`config.mk`:
```
export PLATFORM = sky130hd
export DESIGN_NAME = delay_line_vld
export DESIGN_NICKNAME = d
export VERILOG_FILES = /design/src/rtl/delay_line_pkg.sv /design/src/rtl/delay_line_vld_store.sv /design/src/rtl/delay_line_vld.sv
export SDC_FILE = /design/constraint.sdc
export NUM_CORES = 1
export LEC_CHECK = 0
export ABC_CLOCK_PERIOD_IN_PS = 4680
export CORE_ASPECT_RATIO = 0.8
export CORE_MARGIN = 2
export CORE_UTILIZATION = 40
export CTS_BUF_LIST = sky130_fd_sc_hd__clkbuf_16
export CTS_CLUSTER_DIAMETER = 50
export DETAILED_ROUTE_END_ITERATION = 6
export GPL_TIMING_DRIVEN = 1
export PLACE_DENSITY = 0.59
export SLEW_MARGIN = 40
export SYNTH_ARGS = -nofsm -noshare
export SYNTH_HDL_FRONTEND = slang
export SYNTH_SLANG_ARGS = --single-unit
export TNS_END_PERCENT = 5
```
`constraint.sdc`:
```
create_clock -name clk -period 4.68 [get_ports clk]
set_input_delay 0.468 -clock clk [delete_from_list [all_inputs] [get_ports clk]]
set_output_delay 0.468 -clock clk [all_outputs]
set_load 0.01 [all_outputs]
```
`src/rtl/delay_line_pkg.sv`:
```
// Shared types and helpers for the valid-tagged, run-time-adjustable delay line.
package delay_line_pkg;

    // RUN: accepting input, delay fixed. DRAIN: input blocked until in-flight samples leave.
    typedef enum logic {
        RUN   = 1'b0,
        DRAIN = 1'b1
    } state_e;

    // Stage payload width for the default two-channel, 16-bit configuration.
    localparam int STAGE_DATA_W = 32;

    typedef struct packed {
        logic                    valid;
        logic [STAGE_DATA_W-1:0] data;
    } stage_t;

    // Bits needed to encode a delay of 0..max_depth.
    function automatic int depth_w(input int max_depth);
        return $clog2(max_depth + 1);
    endfunction

endpackage

```
`src/rtl/delay_line_vld_store.sv`:
```
// Shift storage of MAX_DEPTH {valid, data} stages with enable, clear and a tap mux.
module delay_store
    import delay_line_pkg::*;
#(
    parameter int MAX_DEPTH = 16,
    parameter int WIDTH     = 32,
    parameter int DW        = depth_w(MAX_DEPTH)
) (
    input  logic                 clk,
    input  logic                 arst_n,
    input  logic                 en_i,
    input  logic                 clr_i,
    input  logic                 in_valid_i,
    input  logic [WIDTH-1:0]     in_data_i,
    input  logic [DW-1:0]        tap_i,
    output logic [MAX_DEPTH-1:0] valid_vec_o,
    output logic                 tap_valid_o,
    output logic [WIDTH-1:0]     tap_data_o
);

    logic [MAX_DEPTH-1:0] vld_q;
    logic [WIDTH-1:0]     dat_q [MAX_DEPTH];

    // Clear wins over shifting; shifting only on enabled cycles.
    always_ff @(posedge clk or negedge arst_n) begin
        if (!arst_n) begin
            vld_q <= '0;
            for (int i = 0; i < MAX_DEPTH; i++) dat_q[i] <= '0;
        end else if (clr_i) begin
            vld_q <= '0;
            for (int i = 0; i < MAX_DEPTH; i++) dat_q[i] <= '0;
        end else if (en_i) begin
            vld_q[0] <= in_valid_i;
            dat_q[0] <= in_data_i;
            for (int i = 1; i < MAX_DEPTH; i++) begin
                vld_q[i] <= vld_q[i-1];
                dat_q[i] <= dat_q[i-1];
            end
        end
    end

    // Tap at stage tap_i-1; a tap of 0 selects nothing (bypass is handled by the caller).
    always_comb begin
        tap_valid_o = 1'b0;
        tap_data_o  = '0;
        for (int i = 0; i < MAX_DEPTH; i++) begin
            if (tap_i == DW'(i + 1)) begin
                tap_valid_o = vld_q[i];
                tap_data_o  = vld_q[i] ? dat_q[i] : '0;
            end
        end
    end

    assign valid_vec_o = vld_q;

endmodule

```
`src/rtl/delay_line_vld.sv`:
```
// Multi-channel valid-tagged delay line whose delay can be changed safely at run time.
module delay_line_vld
    import delay_line_pkg::*;
#(
    parameter int DATA_WIDTH    = 16,
    parameter int NUM_CH        = 2,
    parameter int MAX_DEPTH     = 16,
    parameter int DEFAULT_DEPTH = 8
) (
    input  logic                           clk,
    input  logic                           arst_n,
    input  logic                           en_in,
    input  logic                           flush_in,
    input  logic                           depth_load_in,
    input  logic [depth_w(MAX_DEPTH)-1:0]  depth_in,
    input  logic                           src_valid_in,
    output logic                           src_ready_out,
    input  logic [NUM_CH*DATA_WIDTH-1:0]   src_data_in,
    output logic                           dst_valid_out,
    output logic [NUM_CH*DATA_WIDTH-1:0]   dst_data_out,
    output logic [depth_w(MAX_DEPTH)-1:0]  depth_out,
    output logic                           busy_out,
    output logic                           depth_err_out
);

    localparam int              W     = NUM_CH * DATA_WIDTH;
    localparam int              DW    = depth_w(MAX_DEPTH);
    localparam logic [DW-1:0]   MAX_D = DW'(MAX_DEPTH);
    localparam logic [DW-1:0]   DEF_D = DW'(DEFAULT_DEPTH);

    state_e          state_q;
    logic            ready_q;
    logic [DW-1:0]   depth_q;
    logic [DW-1:0]   pend_q;
    logic            err_q;

    logic            accept;
    logic            busy;
    logic            over;
    logic [DW-1:0]   req;
    logic [DW-1:0]   pend_eff;
    logic            load_chg;
    logic            run_apply;
    logic            apply;
    logic [MAX_DEPTH-1:0] valid_vec;
    logic [MAX_DEPTH-1:0] live_mask;
    logic            tap_valid;
    logic [W-1:0]    tap_data;

    assign accept = src_valid_in & ready_q & en_in;

    // Stages in front of the tap still hold samples that must reach the output.
    always_comb begin
        live_mask = '0;
        for (int i = 0; i < MAX_DEPTH; i++) live_mask[i] = (DW'(i) < depth_q);
        busy = |(valid_vec & live_mask);
    end

    // Depth request decode: clamp, detect a real change, decide immediate apply.
    always_comb begin
        over      = (depth_in > MAX_D);
        req       = over ? MAX_D : depth_in;
        pend_eff  = depth_load_in ? req : pend_q;
        load_chg  = depth_load_in & (req != depth_q);
        run_apply = (state_q == RUN) & load_chg & ~busy & ~accept;
        apply     = ~flush_in & (run_apply | ((state_q == DRAIN) & ~busy));
    end

    // Control FSM with depth, pending-depth and sticky error registers.
    always_ff @(posedge clk or negedge arst_n) begin
        if (!arst_n) begin
            state_q <= RUN;
            ready_q <= 1'b1;
            depth_q <= DEF_D;
            pend_q  <= DEF_D;
            err_q   <= 1'b0;
        end else if (flush_in) begin
            // Flush discards any request arriving in the same cycle.
            if (state_q == DRAIN) depth_q <= pend_q;
            state_q <= RUN;
            ready_q <= 1'b1;
        end else begin
            if (depth_load_in && over) err_q <= 1'b1;
            case (state_q)
                RUN: begin
                    if (load_chg) begin
                        if (run_apply) begin
                            depth_q <= req;
                        end else begin
                            pend_q  <= req;
                            state_q <= DRAIN;
                            ready_q <= 1'b0;
                        end
                    end
                end
                DRAIN: begin
                    pend_q <= pend_eff;
                    if (!busy) begin
                        depth_q <= pend_eff;
                        state_q <= RUN;
                        ready_q <= 1'b1;
                    end
                end
            endcase
        end
    end

    // Any depth change wipes the stages so stale entries past the old tap never surface.
    delay_store #(
        .MAX_DEPTH (MAX_DEPTH),
        .WIDTH     (W),
        .DW        (DW)
    ) u_store (
        .clk         (clk),
        .arst_n      (arst_n),
        .en_i        (en_in),
        .clr_i       (flush_in | apply),
        .in_valid_i  (accept),
        .in_data_i   (accept ? src_data_in : '0),
        .tap_i       (depth_q),
        .valid_vec_o (valid_vec),
        .tap_valid_o (tap_valid),
        .tap_data_o  (tap_data)
    );

    // Output select: zero delay bypasses storage, suppressed during a flush.
    always_comb begin
        dst_valid_out = 1'b0;
        dst_data_out  = '0;
        if (depth_q == '0) begin
            dst_valid_out = accept & ~flush_in;
            dst_data_out  = (accept & ~flush_in) ? src_data_in : '0;
        end else begin
            dst_valid_out = tap_valid;
            dst_data_out  = tap_data;
        end
    end

    assign src_ready_out = ready_q;
    assign depth_out     = depth_q;
    assign busy_out      = busy;
    assign depth_err_out = err_q;

endmodule

```
==> results of run 1 <==
-- stage by stage --
step / instances / util [%] / cell area (µm²) / power, mW / hold WS (ns)
after floorplan: 2193 / - / 25100 / 5.95 / 0.172
after global placement: 2962 / 42.6 / 26600 / 6.32 / 0.465
after detailed placement: 2964 / 42.7 / 26700 / 6.36 / 0.460
after CTS: 3073 / 45.9 / 28600 / 11.1 / 0.355
after global routing: 3074 / 45.9 / 28600 / 11.4 / 0.398
final: 3074 / 45.9 / 28600 / 11.0 / 0.392
-- routing by layer --
layer  routed length (µm)  GRT usage, %
met1                31200          30.3
met2                31400          32.2
met3                 3990          3.49
met4                 1740          6.53
met5                    0             0
-- worst paths after layout --
check                      cells past startpoint                 endpoint          start
max in group asynchronous                      3       u_store.dat_q[475]         arst_n
setup / recovery                               6         dst_data_out[16]   depth_out[1]
setup reg to reg                               7       u_store.dat_q[337]   depth_out[1]
min in group asynchronous                      2       u_store.dat_q[346]         arst_n
hold reg to reg                                1            depth_err_out  depth_err_out
hold / removal                                 3  u_store.valid_vec_o[15]          en_in
-- cells in the mapped netlist, drive strengths merged (2+ instances only) --
cell type,n,share of area (%)
a21o,2,0.060
a21oi,2,0.040
a221o,2,0.080
a221oi,97,3.5
a222oi,32,1.3
a22o,129,4.5
a22oi,32,0.96
a311oi,2,0.095
and2,2,0.050
and3,49,1.2
buf,67,1.8
clkbuf,122,1.8
dfrtp,538,54
dfstp,3,0.31
inv,4,0.060
mux2,15,0.73
mux2i,495,20
nand2,4,0.060
nand2b,2,0.050
nand3,37,0.79
nand3b,3,0.090
nand4,2,0.050
nor2,504,7.5
nor2b,5,0.12
nor3,5,0.12
nor3b,2,0.060
nor4,5,0.12
o21ai,2,0.040
o22ai,2,0.050
o311ai,3,0.17
or4,2,0.060
xor2,3,0.10
-- power groups by stage --
stage | Sequential [mW] | Combinational (mW) | Clock (mW)
floorplan | 4.91 | 1.03 | 0
global route | 4.91 | 1.49 | 5.04
detailed placement | 4.97 | 1.38 | 0
CTS | 4.89 | 1.38 | 4.83
global placement | 4.97 | 1.35 | 0
finish | 4.89 | 1.37 | 4.72
-- cell usage in the layout (no fill, tap or decap), drive strengths merged, types with 2 or more instances in the layout --
cell           synthesis  layout
nand2b                 2       2
nor4                   5       5
o22ai                  2       2
dfstp                  3       3
dfrtp                538     538
nand4                  2       2
clkdlybuf4s50          0      81
nor2b                  5       5
a22oi                 32      32
a21o                   2       2
a221o                  2       2
a311oi                 2       2
and3                  49      49
xor2                   3       3
mux2                  15      15
a222oi                32      32
clkbuf               122      60
a22o                 129     129
nand3b                 3       3
clkinv                 1      20
nor3                   5       5
nor2                 504     504
o21ai                  2       2
nand3                 37      37
o311ai                 3       3
mux2i                495     495
buf                   67      40
bufinv                 0       8
or4                    2       2
nand2                  4       4
and2                   2       2
a221oi                97      97
inv                    4      24
a21oi                  2       2
nor3b                  2       2
-- final cells by class --
type                    count  area (µm²)  area share [%]
clock buffers              60        1500            5.24
clock inverters            48         437            1.52
inverters                   5        18.8          0.0655
multi-input cells        1458       10700            37.3
flip-flops and latches    541       13500            47.3
well taps                 840        1050            3.67
repair buffers            122        1400            4.87
-- worst reg2reg max path: stages (launching register included) --
cell      delay [ns]
dfrtp_1         0.62
nor3b_1         0.55
a311oi_1        0.20
o22ai_1         0.40
nand4_1         0.26
nand2_4         0.27
buf_4           0.59
nor2_1          0.18
-- state kept, by name, summed over array words and instances (netlist names) --
signal,cells
pend_q,5
u_store.valid_vec_o,16
depth_err_out,1
state_q,1
depth_out,5
src_ready_out,1
u_store.dat_q,512
-- kinds of logic (layout without fill, tap and decap cells) --
family,Yosys count,count (layout),synth area share (%)
xor+xnor,3,3,0.105
flops,541,541,54.0
compound gates,318,318,11.2
mux,510,510,20.5
simple gates,627,627,10.5
buf+inv,194,235,3.71
-- timing repair --
action,CTS,global route
hold buffers,1,0
setup buffers,0,0
endpoints found under the hold margin,80,0
==> run metrics, run 1 <==
PD cells 384 nW/µm²; # H-tree levels 2; DIE HEIGHT 228 µm; Via Count 17700; Slowest cell on crit path and3_2; Distinct cells, synth 62; Total GRT Usage 20.9%; status complete, no violations; Clock Latency Late Sink 0.63 ns; Max-slew headroom 42.2%; Critical Path RT 4.21 ns; flops & latches, synth 541; Hold Path Class input pin to register; Die Area 64800 µm²; Startpoint Class register; Final Slew Violations 0; Mapped Area 25100 µm²; Post-synth ARST share 100%; clk_skew 0.0306 ns; yosys warns 0; vias in the first global route 17800; Net Switching 3.03 mW; fin crit share 92.6%; Root Driver clkbuf_16; Clock Path Buffers 3; unrepaired setup endpoints after global routing false; top_reg_cell synth dfrtp_1; hpwl dp 37.5 mm; Sink Count 541; Mean Syn Cell Area 11.4 µm²; cell internal pwr 7.95 mW; DR WL/cell 22.2 µm; global-route wire length before repair 108 mm; ant diodes 0; Hold Violations, Final 0; nets 2230; crit-path max FO 22; Comb pwr share 12.5%; share of cells above drive strength 1 7.39%; CTS clock-pin slew for the worst setup and hold paths 0.05 ns; Leakage Power 13.4 nW; Max Clock Freq 231 MHz; Overflow after GRT 0; post-route ant nets 0; Initial Util 40.2%; core area 62400 µm²; Switching Fraction 27.6%; final worst slack 0.345 ns; largest net degree at the start of global routing 150; TritonCTS clock tree yes; Period minus WS final 4.34 ns; WL final 68.4 mm; CTS Buf Count 59; R2R setup slack 1.49 ns; crit path capture type primary output; WP data arrival 3.87 ns; crit path buf inv count 2; drt drc 0; sequential area share after synthesis 54.0%; Syn Nets 2236; Final Setup Violations 0; Largest delay share family, worst path simple AND/OR/NAND/NOR gates; number of synthesized flops with an enable pin 0; worst setup path class register to primary output; routability cong. 0.793; # rows 82; Layout fillers 5759; crit-path cells nor3b_1 > and3_2 > buf_4 > a22oi_1 > nand3_1 > clkdlybuf4s50_1; Die X 284 µm; post-synthesis instance total 2193; pre-CTS setup slack 0.969 ns; # resized after CTS 0; initial antenna violation count 0; Clk pwr share 43.0%; Max Cap Viol 0; Area Overhead vs Synth 14.2%; total negative slack 0 ns; vias per cell 5.76; register share of total power 44.6%; Worst Max-Slew Pin Slew 0.867 ns; I/O pin total 84; drt initial violations 1737; largest stage delay on the critical path 0.88 ns; IO buf count 83; DRT Pass-1 Iters 6; Worst VDD drop 0.000267 V
Note: power is estimated with default switching activity, not from simulation.
==> run 2, diff against run 1 <==
--- a/config.mk
+++ b/config.mk
@@ -18,4 +18,4 @@
 export SYNTH_ARGS = -nofsm -noshare
 export SYNTH_HDL_FRONTEND = slang
 export SYNTH_SLANG_ARGS = --single-unit
-export TNS_END_PERCENT = 5
+export TNS_END_PERCENT = 10
==> results of run 2 <==
Same layout as run 1: the final DEF is identical, and so are final timing and power.
